===== config.mk =====
export PLATFORM = sky130hd
export DESIGN_NAME = tdm_demux8
export DESIGN_NICKNAME = d
export VERILOG_FILES = /design/src/rtl/tdm_pkg.sv /design/src/rtl/tdm_slot_ctr.sv /design/src/rtl/tdm_demux8.sv
export SDC_FILE = /design/constraint.sdc
export NUM_CORES = 1
export LEC_CHECK = 0
export BUFFER_PORTS_ARGS = -buffer_cell sky130_fd_sc_hd__buf_4
export CAP_MARGIN = 20
export CORE_UTILIZATION = 56
export DETAILED_ROUTE_END_ITERATION = 12
export MAX_ROUTING_LAYER = met4
export PLACE_DENSITY = 0.86
export SLEW_MARGIN = 30
export SYNTH_ARGS = -nofsm -noshare
export SYNTH_HDL_FRONTEND = slang
export SYNTH_SLANG_ARGS = --single-unit
export TNS_END_PERCENT = 1

===== constraint.sdc =====
create_clock -name clk -period 4.5 [get_ports clk]
set_input_delay 1.35 -clock clk [delete_from_list [all_inputs] [get_ports clk]]
set_output_delay 1.35 -clock clk [all_outputs]
set_load 0.02 [all_outputs]

===== src/rtl/tdm_pkg.sv =====
`default_nettype none
// ============================================================================
//  Module      : tdm_pkg
//  Description : Shared definitions for the TDM link (frame format, FSM
//                states). Used by both the receive demultiplexer and the
//                transmit serializer.
//  Revision    : 1.0 - initial release
// ============================================================================
package tdm_pkg;

   // Default number of TDM slots per frame
   localparam int LANES_DEFAULT = 8;

   // Frame alignment state
   typedef enum logic [0:0] {
      HUNT   = 1'b0,
      LOCKED = 1'b1
   } tdm_state_t;

endpackage : tdm_pkg
`default_nettype wire


===== src/rtl/tdm_slot_ctr.sv =====
`default_nettype none
// ============================================================================
//  Module      : tdm_slot_ctr
//  Description : Slot index counter for the TDM receiver. Supports clear to
//                slot 0, load to slot 1 (frame start bit already consumed),
//                and increment with natural wrap at LANES.
//  Revision    : 1.0 - initial release
// ============================================================================
module tdm_slot_ctr
   import tdm_pkg::*;
#(
   parameter int LANES = LANES_DEFAULT,
   parameter int SW    = $clog2(LANES)
) (
   input  logic          clk,
   input  logic          rst_n,
   input  logic          inc,
   input  logic          load1,
   input  logic          clr,
   output logic [SW-1:0] cnt,
   output logic          last
);

   logic [SW-1:0] r_cnt;

   // Counter register: clear wins over load, load wins over increment.
   // LANES is a power of two, so the plain increment wraps to slot 0.
   always_ff @(posedge clk) begin
      if (!rst_n) begin
         r_cnt <= '0;
      end else if (clr) begin
         r_cnt <= '0;
      end else if (load1) begin
         r_cnt <= SW'(1);
      end else if (inc) begin
         r_cnt <= r_cnt + SW'(1);
      end
   end

   assign cnt  = r_cnt;
   assign last = (r_cnt == SW'(LANES - 1));

endmodule : tdm_slot_ctr
`default_nettype wire


===== src/rtl/tdm_demux8.sv =====
`default_nettype none
// ============================================================================
//  Module      : tdm_demux8
//  Description : Serial-to-parallel TDM demultiplexer. Hunts for the
//                start-of-frame marker, collects one bit per slot into a
//                shadow register and publishes complete frames on dout with
//                a one-cycle frame_valid pulse.
//  Revision    : 1.0 - initial release
// ============================================================================
module tdm_demux8
   import tdm_pkg::*;
#(
   parameter int LANES = LANES_DEFAULT,
   parameter int SW    = $clog2(LANES)
) (
   input  logic             clk,
   input  logic             rst_n,
   input  logic             din,
   input  logic             din_valid,
   input  logic             sof,
   output logic [LANES-1:0] dout,
   output logic             frame_valid,
   output logic [SW-1:0]    slot,
   output logic             locked,
   output logic             sync_err
);

   tdm_state_t       r_state;
   tdm_state_t       w_next_state;
   logic [LANES-1:0] r_shadow;
   logic [LANES-1:0] r_dout;
   logic             r_frame_valid;
   logic             r_sync_err;
   logic             r_locked;

   logic [SW-1:0]    w_slot;
   logic             w_last;
   logic             w_ctr_inc;
   logic             w_ctr_load1;
   logic             w_ctr_clr;
   logic             w_wr_en;
   logic [SW-1:0]    w_wr_idx;
   logic             w_frame_done;
   logic             w_err;

   tdm_slot_ctr #(
      .LANES (LANES),
      .SW    (SW)
   ) u_slot_ctr (
      .clk   (clk),
      .rst_n (rst_n),
      .inc   (w_ctr_inc),
      .load1 (w_ctr_load1),
      .clr   (w_ctr_clr),
      .cnt   (w_slot),
      .last  (w_last)
   );

   // FSM state register
   always_ff @(posedge clk) begin
      if (!rst_n) begin
         r_state <= HUNT;
      end else begin
         r_state <= w_next_state;
      end
   end

   // Next-state and per-bit decisions; idle cycles (din_valid=0) change nothing
   always_comb begin
      w_next_state = r_state;
      w_ctr_inc    = 1'b0;
      w_ctr_load1  = 1'b0;
      w_ctr_clr    = 1'b0;
      w_wr_en      = 1'b0;
      w_wr_idx     = w_slot;
      w_frame_done = 1'b0;
      w_err        = 1'b0;
      if (din_valid) begin
         case (r_state)
            HUNT: begin
               if (sof) begin
                  w_wr_en      = 1'b1;
                  w_wr_idx     = '0;
                  w_ctr_load1  = 1'b1;
                  w_next_state = LOCKED;
               end
            end
            LOCKED: begin
               if (sof) begin
                  // Marker anywhere but slot 0 abandons the partial frame
                  w_err       = (w_slot != '0);
                  w_wr_en     = 1'b1;
                  w_wr_idx    = '0;
                  w_ctr_load1 = 1'b1;
               end else if (w_slot == '0) begin
                  // Missing marker: alignment lost, drop the bit
                  w_err        = 1'b1;
                  w_ctr_clr    = 1'b1;
                  w_next_state = HUNT;
               end else begin
                  w_wr_en      = 1'b1;
                  w_ctr_inc    = 1'b1;
                  w_frame_done = w_last;
               end
            end
            default: begin
               w_next_state = HUNT;
            end
         endcase
      end
   end

   // Shadow register collects the frame in progress
   always_ff @(posedge clk) begin
      if (!rst_n) begin
         r_shadow <= '0;
      end else if (w_wr_en) begin
         r_shadow[w_wr_idx] <= din;
      end
   end

   // Output frame register; the last bit bypasses the shadow so the whole
   // frame lands in one update
   always_ff @(posedge clk) begin
      if (!rst_n) begin
         r_dout <= '0;
      end else if (w_frame_done) begin
         r_dout <= {din, r_shadow[LANES-2:0]};
      end
   end

   // Registered status pulses and lock indication
   always_ff @(posedge clk) begin
      if (!rst_n) begin
         r_frame_valid <= 1'b0;
         r_sync_err    <= 1'b0;
         r_locked      <= 1'b0;
      end else begin
         r_frame_valid <= w_frame_done;
         r_sync_err    <= w_err;
         r_locked      <= (w_next_state == LOCKED);
      end
   end

   assign dout        = r_dout;
   assign frame_valid = r_frame_valid;
   assign sync_err    = r_sync_err;
   assign locked      = r_locked;
   assign slot        = w_slot;

endmodule : tdm_demux8
`default_nettype wire


==> impl_metrics.toml, run 1 <==
[run_status]
status = "completed"

[sta]
slew_violations = 0
rsz0062_at_grt = "no"
finalSetupTns_ps = 0
fin_crit_ps = 2550
tightest_slew_ps = 410
fin_crit_sh_pct = 56.7
slew_headroom_pct = 72.6
timing.hold.ws_ps = 476
fmax_ghz = 0.392
fin_skew_ps = 3.42
hold_viol = 0
finalSetupViolCount = 0

[logic_synthesis]
synth_top_area_cell = "dfxtp_1"
synth_edf_count = 0
synth_mux_area_share_pct = 14.3
synthesis.nets = 109
yosys.area_share.xor_xnor_pct = 0.893
ys_seq_elements = 21
synth_async_sr_flop_share_pct = 0
synthAdderAreaFrac_pct = 6.38
ys_top_cells_by_count = "21 x dfxtp_1, 14 x mux2i_1, 10 x nand2_1"
ys_seq_area_share_pct = 42.9
syn-cell-area_um2 = 981
syn_inst = 99
synth_top_cell_area_share_pct = 42.9
yosysMostFrequentCell = "dfxtp_1"
yosys.area_share.simple_pct = 20.5
synth_compound_area_share_pct = 10.3
synth_top_family_by_area = "simple AND/OR/NAND/NOR gates"
yosysWarnings = 0
ys.flop_type = "dfxtp_1"
synthTopCellsByArea = "dfxtp_1 43%, mux2i_1 14%, ha_1 6.4%"
avgSynthCellArea_um2 = 9.91
ys_types = 31

[clock_network]
cts_made_buffers = 3
tritoncts = "yes"
cts.clk_slew.worst_paths_ps = 110
clkLatencyLatePin_ps = 290
root_buffer = "clkbuf_4"
ctsResizeCount = 0
cts_htree_levels = 1
post_cts_buffers = 0
clockBufferDepth = 2
numClockSinks = 21
cts_hold_buf = 0

[detailed_routing]
antenna_left = 0
drc = 0
post_drt_wl_per_cell_um = 14.3
routed_wl_um = 1900
viasPerCell = 5.66
vias = 753
drt_first_iter_violations = 22
first_pass_iters = 6

[pwr]
ir_worst_vdd_v = 0.000154
power_leakage_nw = 0.484
powerDensity_nw_per_um2 = 269

[finish]
nNetsFinal = 128
seq_area_um2 = 420
fillerInstances = 121
final_core_util_pct = 72.5
syn2layout_area_growth_pct = 16.5
final_area_um2 = 1140
num_antenna_cells = 0
multi_input_area_um2 = 514
layout-drive-gt1-share_pct = 26.5
stdcell_count = 133

[placed_design]
place.gp.congestion = 0.959
hpwlAfterDp_um = 1400
dp.cells = 129
place_area_um2 = 1120
io_buffers = 18

[floorplanning]
core_area_um2 = 1580
die_w_um = 43.9
initial_core_util_pct = 62.2
ioPinCount = 19
placement_rows = 14
die_h_um = 43.9
die_area_um2 = 1920

[critical_path]
cp.required_ps = 4670
slowest_stage = "or4_4"
worstPathArrival_ps = 2720
max_stage_delay_ps = 530
cp_max_fo = 7
end_kind = "flip-flop"
worstSetupPathType = "in -> reg"
crit_chain = "buf_4 -> inv_2 -> ha_1 -> or4_4 -> o311ai_1 -> o41ai_1"
start_kind = "input pin"

[global_route]
grt_usage_pct = 23.2
grt_max_degree = 21
grt_pass1_wl_um = 3230
overflow = 0
antenna_found_initial = 0
grt_pass1_vias = 716

[flow_run]
cap_viol_max_count = 0

[hold_path]
holdCritPathClass = "reg -> reg"
-- flip-flops by register name, indices dropped and copies added (netlist names) --
| signal | cells |
|---|---|
| u_slot_ctr.cnt | 3 |
| sync_err | 1 |
| locked | 1 |
| r_shadow | 7 |
| frame_valid | 1 |
| dout | 8 |
-- worst paths after layout --
check                                        from     endpoint  slack [ps]  depth (start not counted)
worst min-delay path                  r_shadow[0]  r_shadow[0]         480                          2
worst max register to register  u_slot_ctr.cnt[1]  r_shadow[3]        2240                          8
worst min register to register        r_shadow[0]  r_shadow[0]         480                          2
worst max-delay path                          sof  r_shadow[3]        1950                          6
-- kinds of logic (layout without fill, tap and decap cells) --
| logic type | after synthesis | after routing |
|---|---|---|
| AOI/OAI and AO/OA | 14 | 14 |
| DFF | 21 | 21 |
| adders and majority gates | 5 | 5 |
| buffers and inverters | 10 | 28 |
| xor gates and xnor gates | 1 | 1 |
| and+or+nand+nor | 34 | 34 |
| muxes | 14 | 14 |
-- stage by stage --
step | total power, mW | setup slack, ps
3_3_place_gp | 0.223 | 1770
5_1_grt | 0.318 | 1900
4_1_cts | 0.308 | 1950
6_report | 0.307 | 1950
2_1_floorplan | 0.214 | 1940
3_5_place_dp | 0.223 | 1630
-- critical path: cells and delay by family --
family	cells	cell delay, ps
adders and majority gates	1	240
and+or+nand+nor	1	530
AOI/OAI and AO/OA	2	400
buffers and inverters	2	190
-- final cells by class --
| type | instances | area share, % |
|---|---|---|
| clock buffers | 4 | 2.30 |
| flip-flops and latches | 21 | 36.8 |
| repair buffers | 19 | 12.5 |
| well taps | 16 | 1.75 |
| inverters | 5 | 1.64 |
| multi-input cells | 68 | 45.0 |
-- cells in the final DEF (no fill, tap or decap), types with 2 or more instances in the layout --
cell and instances:
dfxtp_1 21, buf_4 19, mux2i_1 14, nand2_1 10, nor2b_1 8, ha_1 5
nor2_1 4, inv_1 3, nand3_1 3, a21oi_1 3, clkbuf_4 3, inv_2 2
o211ai_1 2, o311ai_1 2, o41ai_1 2
-- routing by layer --
layer	GRT usage, %	vias to the layer above	part of all wire (%)
met1	27.1	354	45
met2	40.6	18	50
li1	-	377	-
met3	3.75	4	3.1
met5	-	-	0
met4	7.27	0	1.3
-- power by group --
group | switching (mW) | total (mW) | internal (mW)
clock network | 0.0527 | 0.0872 | 0.0345
registers | 0.00253 | 0.190 | 0.188
logic | 0.0169 | 0.0293 | 0.0123
total | 0.0722 | 0.307 | 0.235
No activity file was read; power rests on OpenSTA's default activity.
==> run 2, diff against run 1 <==
ABC_AREA = 1   (was default)
CORE_UTILIZATION = 53   (was 56)
PLACE_DENSITY = 0.82   (was 0.86)
clock period = 2.6 ns   (was 4.5 ns; I/O delays follow)
==> run 2 against run 1 <==
Final area grew 3.1%. Total power grew 79%. Critical path type is now reg -> reg. Critical path depth rose by 5. Wire length increased by 3.6%. Hold slack improved by 15 ps.
==> impl_metrics.toml, run 2 <==
[pwr]
power_frac_seq_pct = 60.2
power_report.internal_total_mw = 0.406
power_leakage_nw = 0.632
swShare_pct = 26.0
ir_worst_vdd_v = 0.000301
p_comb_share_pct = 10.2
powerDensity_nw_per_um2 = 466
finalPower_mw = 0.549
clkPwrFrac_pct = 29.6
switching_power_mw = 0.143

[sta]
finalSetupViolCount = 0
fin_crit_ps = 1830
fin_skew_ps = 1.03
rsz0062_at_grt = "no"
fmax_ghz = 0.546
hold_viol = 0
slew_headroom_pct = 67.8
finalSetupTns_ps = 0
slew_violations = 0
tightest_slew_ps = 479
fin_crit_sh_pct = 70.5
fin_ws_ps = 767

[finish]
layout-drive-gt1-share_pct = 19.0
num_antenna_cells = 0
syn2layout_area_growth_pct = 15.3
final_area_um2 = 1180
mostFrequentLayoutCells = "37 x nand2_1, 32 x nor2_1, 21 x dfxtp_1, 18 x buf_4, 16 x inv_1"
nNetsFinal = 174
final_common_cell = "nand2_1"
largest_reg_flops = 8

[logic_synthesis]
synth_top_family_by_area = "simple AND/OR/NAND/NOR gates"
yosys.area_share.xor_xnor_pct = 0
yosys.area_share.simple_pct = 37.6
synthTopCellsByArea = "dfxtp_1 41%, nand2_1 14%, nor2_1 12%"
synthesis.nets = 154
synth_edf_count = 0
synth_async_sr_flop_share_pct = 0
synth_top_cell_area_share_pct = 41.2
ys.flop_type = "dfxtp_1"
synth_compound_area_share_pct = 4.53
synthAdderAreaFrac_pct = 6.13
avgSynthCellArea_um2 = 7.09
ys_seq_area_share_pct = 41.2
synth_mux_area_share_pct = 0
syn-cell-area_um2 = 1020
synth_top_area_cell = "dfxtp_1"
yosysMostFrequentCell = "nand2_1"
ys_seq_elements = 21
yosysWarnings = 0
ys_types = 17
syn_inst = 144
ys_top_cells_by_count = "37 x nand2_1, 32 x nor2_1, 21 x dfxtp_1"

[clock_network]
cts.clk_slew.worst_paths_ps = 110
ctsResizeCount = 0
numClockSinks = 21
cts_made_buffers = 3
cts_hold_buf = 0
tritoncts = "yes"
post_cts_buffers = 0
clkLatencyLatePin_ps = 310
root_buffer = "clkbuf_4"
cts_htree_levels = 1
clockBufferDepth = 2

[floorplanning]
die_h_um = 45.9
core_area_um2 = 1760
initial_core_util_pct = 57.9
ioPinCount = 19
die_w_um = 45.9
placement_rows = 15
die_area_um2 = 2110

[run_status]
status = "completed"

[placed_design]
dpl_worst_slack_ps = 676
place_area_um2 = 1150
place.gp.congestion = 0.850
hpwlAfterDp_um = 1510
io_buffers = 18

[global_route]
grt_usage_pct = 22.8
grt_pass1_wl_um = 3330
grt_max_degree = 20
overflow = 0
antenna_found_initial = 0
grt_pass1_vias = 799

[flow_run]
cap_viol_max_count = 0

[hold_path]
holdCritPathClass = "reg -> reg"

[critical_path]
cp.required_ps = 2820
end_kind = "flip-flop"
worstPathArrival_ps = 2050
cp_max_fo = 7
worstSetupPathType = "reg -> reg"
start_kind = "flip-flop"

[detailed_routing]
first_pass_iters = 4
routed_wl_um = 1970
viasPerCell = 4.80
antenna_left = 0
drt_first_iter_violations = 21
vias = 903
drc = 0
post_drt_wl_per_cell_um = 10.5
-- run 2: area by class of cell --
cell class              count  area, um2
clock buffers               4       26.3
well taps                  25       31.3
multi-input cells         101        493
fillers                   162        587
flip-flops and latches     21        420
repair buffers             18        135
inverters                  19       71.3
-- run 2: stage by stage --
step / utilization [%] / cells / hold slack [ps]
global placement: 65.2 / 184 / 459
finish: 66.7 / 188 / 491
floorplan: - / 144 / 437
CTS: 66.7 / 188 / 494
global route: 66.7 / 188 / 523
detailed placement: 65.2 / 184 / 475
-- run 2: per-layer routing --
| layer | GRT usage, % | vias up | wire length [um] |
|---|---|---|---|
| met5 | - | - | 0 |
| met4 | 8.24 | 0 | 21 |
| met3 | 4.76 | 3 | 74 |
| met2 | 38.6 | 22 | 993 |
| met1 | 26.1 | 402 | 882 |
| li1 | - | 476 | - |
-- run 2: cell families (layout without fill, tap and decap cells) --
group / Yosys count / count (layout)
DFF: 21 / 21
buffers and inverters: 22 / 41
and+or+nand+nor: 87 / 87
AOI/OAI and AO/OA: 9 / 9
adders and majority gates: 5 / 5
-- run 2: power groups by stage --
stage | combinational (mW) | sequential (mW) | clock, mW
CTS | 0.0562 | 0.331 | 0.162
floorplan | 0.0396 | 0.340 | 0
detailed placement | 0.0559 | 0.338 | 0
global route | 0.0631 | 0.332 | 0.175
global placement | 0.0540 | 0.338 | 0
finish | 0.0562 | 0.330 | 0.162
-- run 2: worst paths after layout --
path                      from           to  slack, ps  depth (start not counted)
max          u_slot_ctr.cnt[1]  r_shadow[5]        770                         11
min                r_shadow[0]  r_shadow[0]        490                          2
max reg2reg  u_slot_ctr.cnt[1]  r_shadow[5]        770                         11
min reg2reg        r_shadow[0]  r_shadow[0]        490                          2
-- run 2: critical path: stages (launching register included) --
cell and delay (ps):
dfxtp_1 480, inv_2 70, ha_1 190, nand2_2 110, inv_1 50, ha_1 180, nand2_1 120, nand2_2 120
nor2_4 160, nand3_1 110, nand2_1 90, nor2_1 40
==> run 3, diff against run 2 <==
ABC_AREA = 0   (was 1)
CORE_UTILIZATION = 52   (was 53)
PLACE_DENSITY = 0.81   (was 0.82)
clock period = 1.9 ns   (was 2.6 ns; I/O delays follow)
==> run 3 against run 2 <==
The run now ends with negative setup slack left. Largest power group unchanged. Combinational power rose by 71%. First-iteration DRC count up 4.8%. Hold slack got worse by 22 ps. Clock-buffer cell count did not move. Fmax fell by 8.4%. Register-to-register slack got worse by 870 ps. Global-route usage grew 1.4 points.
==> impl_metrics.toml, run 3 (synthesis results as in run 1) <==
[run_status]
status = "complete, but fails checks"
violations = "negative setup slack"

[sta]
slew_headroom_pct = 79.3
fin_skew_ps = 2.70
finalSetupViolCount = 2
slew_violations = 0
hold_viol = 0
tightest_slew_ps = 307
fin_crit_sh_pct = 105
finalSetupTns_ps = -163
fmax_ghz = 0.500
fin_ws_ps = -102
rsz0062_at_grt = "yes"
fin_crit_ps = 2000

[pwr]
finalPower_mw = 0.755
power_leakage_nw = 0.559
ir_worst_vdd_v = 0.000475
powerDensity_nw_per_um2 = 577

[detailed_routing]
first_pass_iters = 4
drt_first_iter_violations = 22
viasPerCell = 5.27
antenna_left = 0
post_drt_wl_per_cell_um = 12.8
routed_wl_um = 1990
vias = 822
drc = 0

[placed_design]
dp.cells = 152
place.gp.congestion = 0.903
hpwlAfterDp_um = 1550
io_buffers = 18

[critical_path]
start_kind = "flip-flop"
cp_max_fo = 3
worstSetupPathType = "reg -> reg"
cp.required_ps = 2080
end_kind = "flip-flop"
reg2regPathDepth = 9
worstPathArrival_ps = 2180

[finish]
final_common_cell = "buf_4"
nNetsFinal = 142
syn2layout_area_growth_pct = 33.5
seq_area_um2 = 428
mostFrequentLayoutCells = "32 x buf_4, 19 x dfxtp_1, 14 x mux2i_1, 10 x nand2_1, 8 x nor2b_1"
multi_input_area_um2 = 547
fillerInstances = 134
largest_reg_flops = 8
stdcell_count = 156
num_antenna_cells = 0
layout-drive-gt1-share_pct = 39.7

[floorplanning]
placement_rows = 15
die_h_um = 45.4
ioPinCount = 19
initial_core_util_pct = 56.2
die_area_um2 = 2060
die_w_um = 45.4
core_area_um2 = 1750

[clock_network]
clockBufferDepth = 2
cts_htree_levels = 1
root_buffer = "clkbuf_4"
clkLatencyLatePin_ps = 290
numClockSinks = 21
tritoncts = "yes"
post_cts_buffers = 0
cts.clk_slew.worst_paths_ps = 110
cts_made_buffers = 3

[global_route]
grt_pass1_vias = 810
overflow = 0
antenna_found_initial = 0
grt_usage_pct = 24.1
grt_max_degree = 21
grt_pass1_wl_um = 3440

[flow_run]
cap_viol_max_count = 0

[hold_path]
holdCritPathClass = "reg -> reg"
hold_depth = 2
run 3: changes by cell type in the layout (fill, tap and decap cells not counted), moves of 8 or more:
cell     before  now
buf_4        18   32
inv_1        16    1
mux2i_1       0   14
nand2_1      37   10
nor2_1       32    4
nor2b_1       0    8
run 3: final cells by class:
| cell class | count | area share (%) |
|---|---|---|
| clock buffers | 4 | 2.01 |
| inverters | 5 | 2.01 |
| multi-input cells | 68 | 41.7 |
| flip-flops and latches | 21 | 32.7 |
| well taps | 25 | 2.39 |
| repair buffers | 33 | 19.2 |
run 3: final timing paths:
kind / end / startpoint / slack, ps
setup / recovery: r_shadow[5] / u_slot_ctr.cnt[1] / -100
hold / removal: r_shadow[2] / r_shadow[2] / 470
setup reg to reg: r_shadow[5] / u_slot_ctr.cnt[1] / -100
hold reg to reg: r_shadow[2] / r_shadow[2] / 470
run 3: what timing repair did:
item,CTS,global route
pin swaps,1,0
resized for setup,2,0
setup endpoints to repair,2,7
hold buffers,0,0
run 3: report_power, final:
part           total (mW)  switching, mW  leakage [nW]  internal [mW]
registers           0.450        0.00618         0.171          0.444
clock network       0.209          0.128        0.0150         0.0816
logic              0.0963         0.0488         0.373         0.0475
run 3: worst max-delay path, cell delays in order (launching register included):
cell      delay [ps]
dfxtp_4          370
inv_4             40
ha_4             130
or2b_4           210
inv_4             40
ha_4             150
or4_4            540
buf_6            140
o211ai_1         170
o31ai_1          100
run 3: routing by layer:
metal	share of wire (%)	vias up	global-route usage (%)
met5	0	-	-
met4	2.0	0	9.70
met2	52	21	41.7
met3	3.3	4	3.97
met1	43	387	27.3
li1	-	410	-
run 3: metrics by stage:
| stage | hold WS (ps) | cell area, um2 | utilization, % | worst slack, ps |
|---|---|---|---|---|
| after floorplan | 434 | 1020 | - | -99.4 |
| after CTS | 472 | 1310 | 75.1 | -66.3 |
| final | 469 | 1310 | 75.1 | -102 |
| after global placement | 448 | 1270 | 72.9 | -15.1 |
| after global routing | 506 | 1310 | 75.1 | -196 |
| after detailed placement | 456 | 1270 | 72.9 | -56.9 |
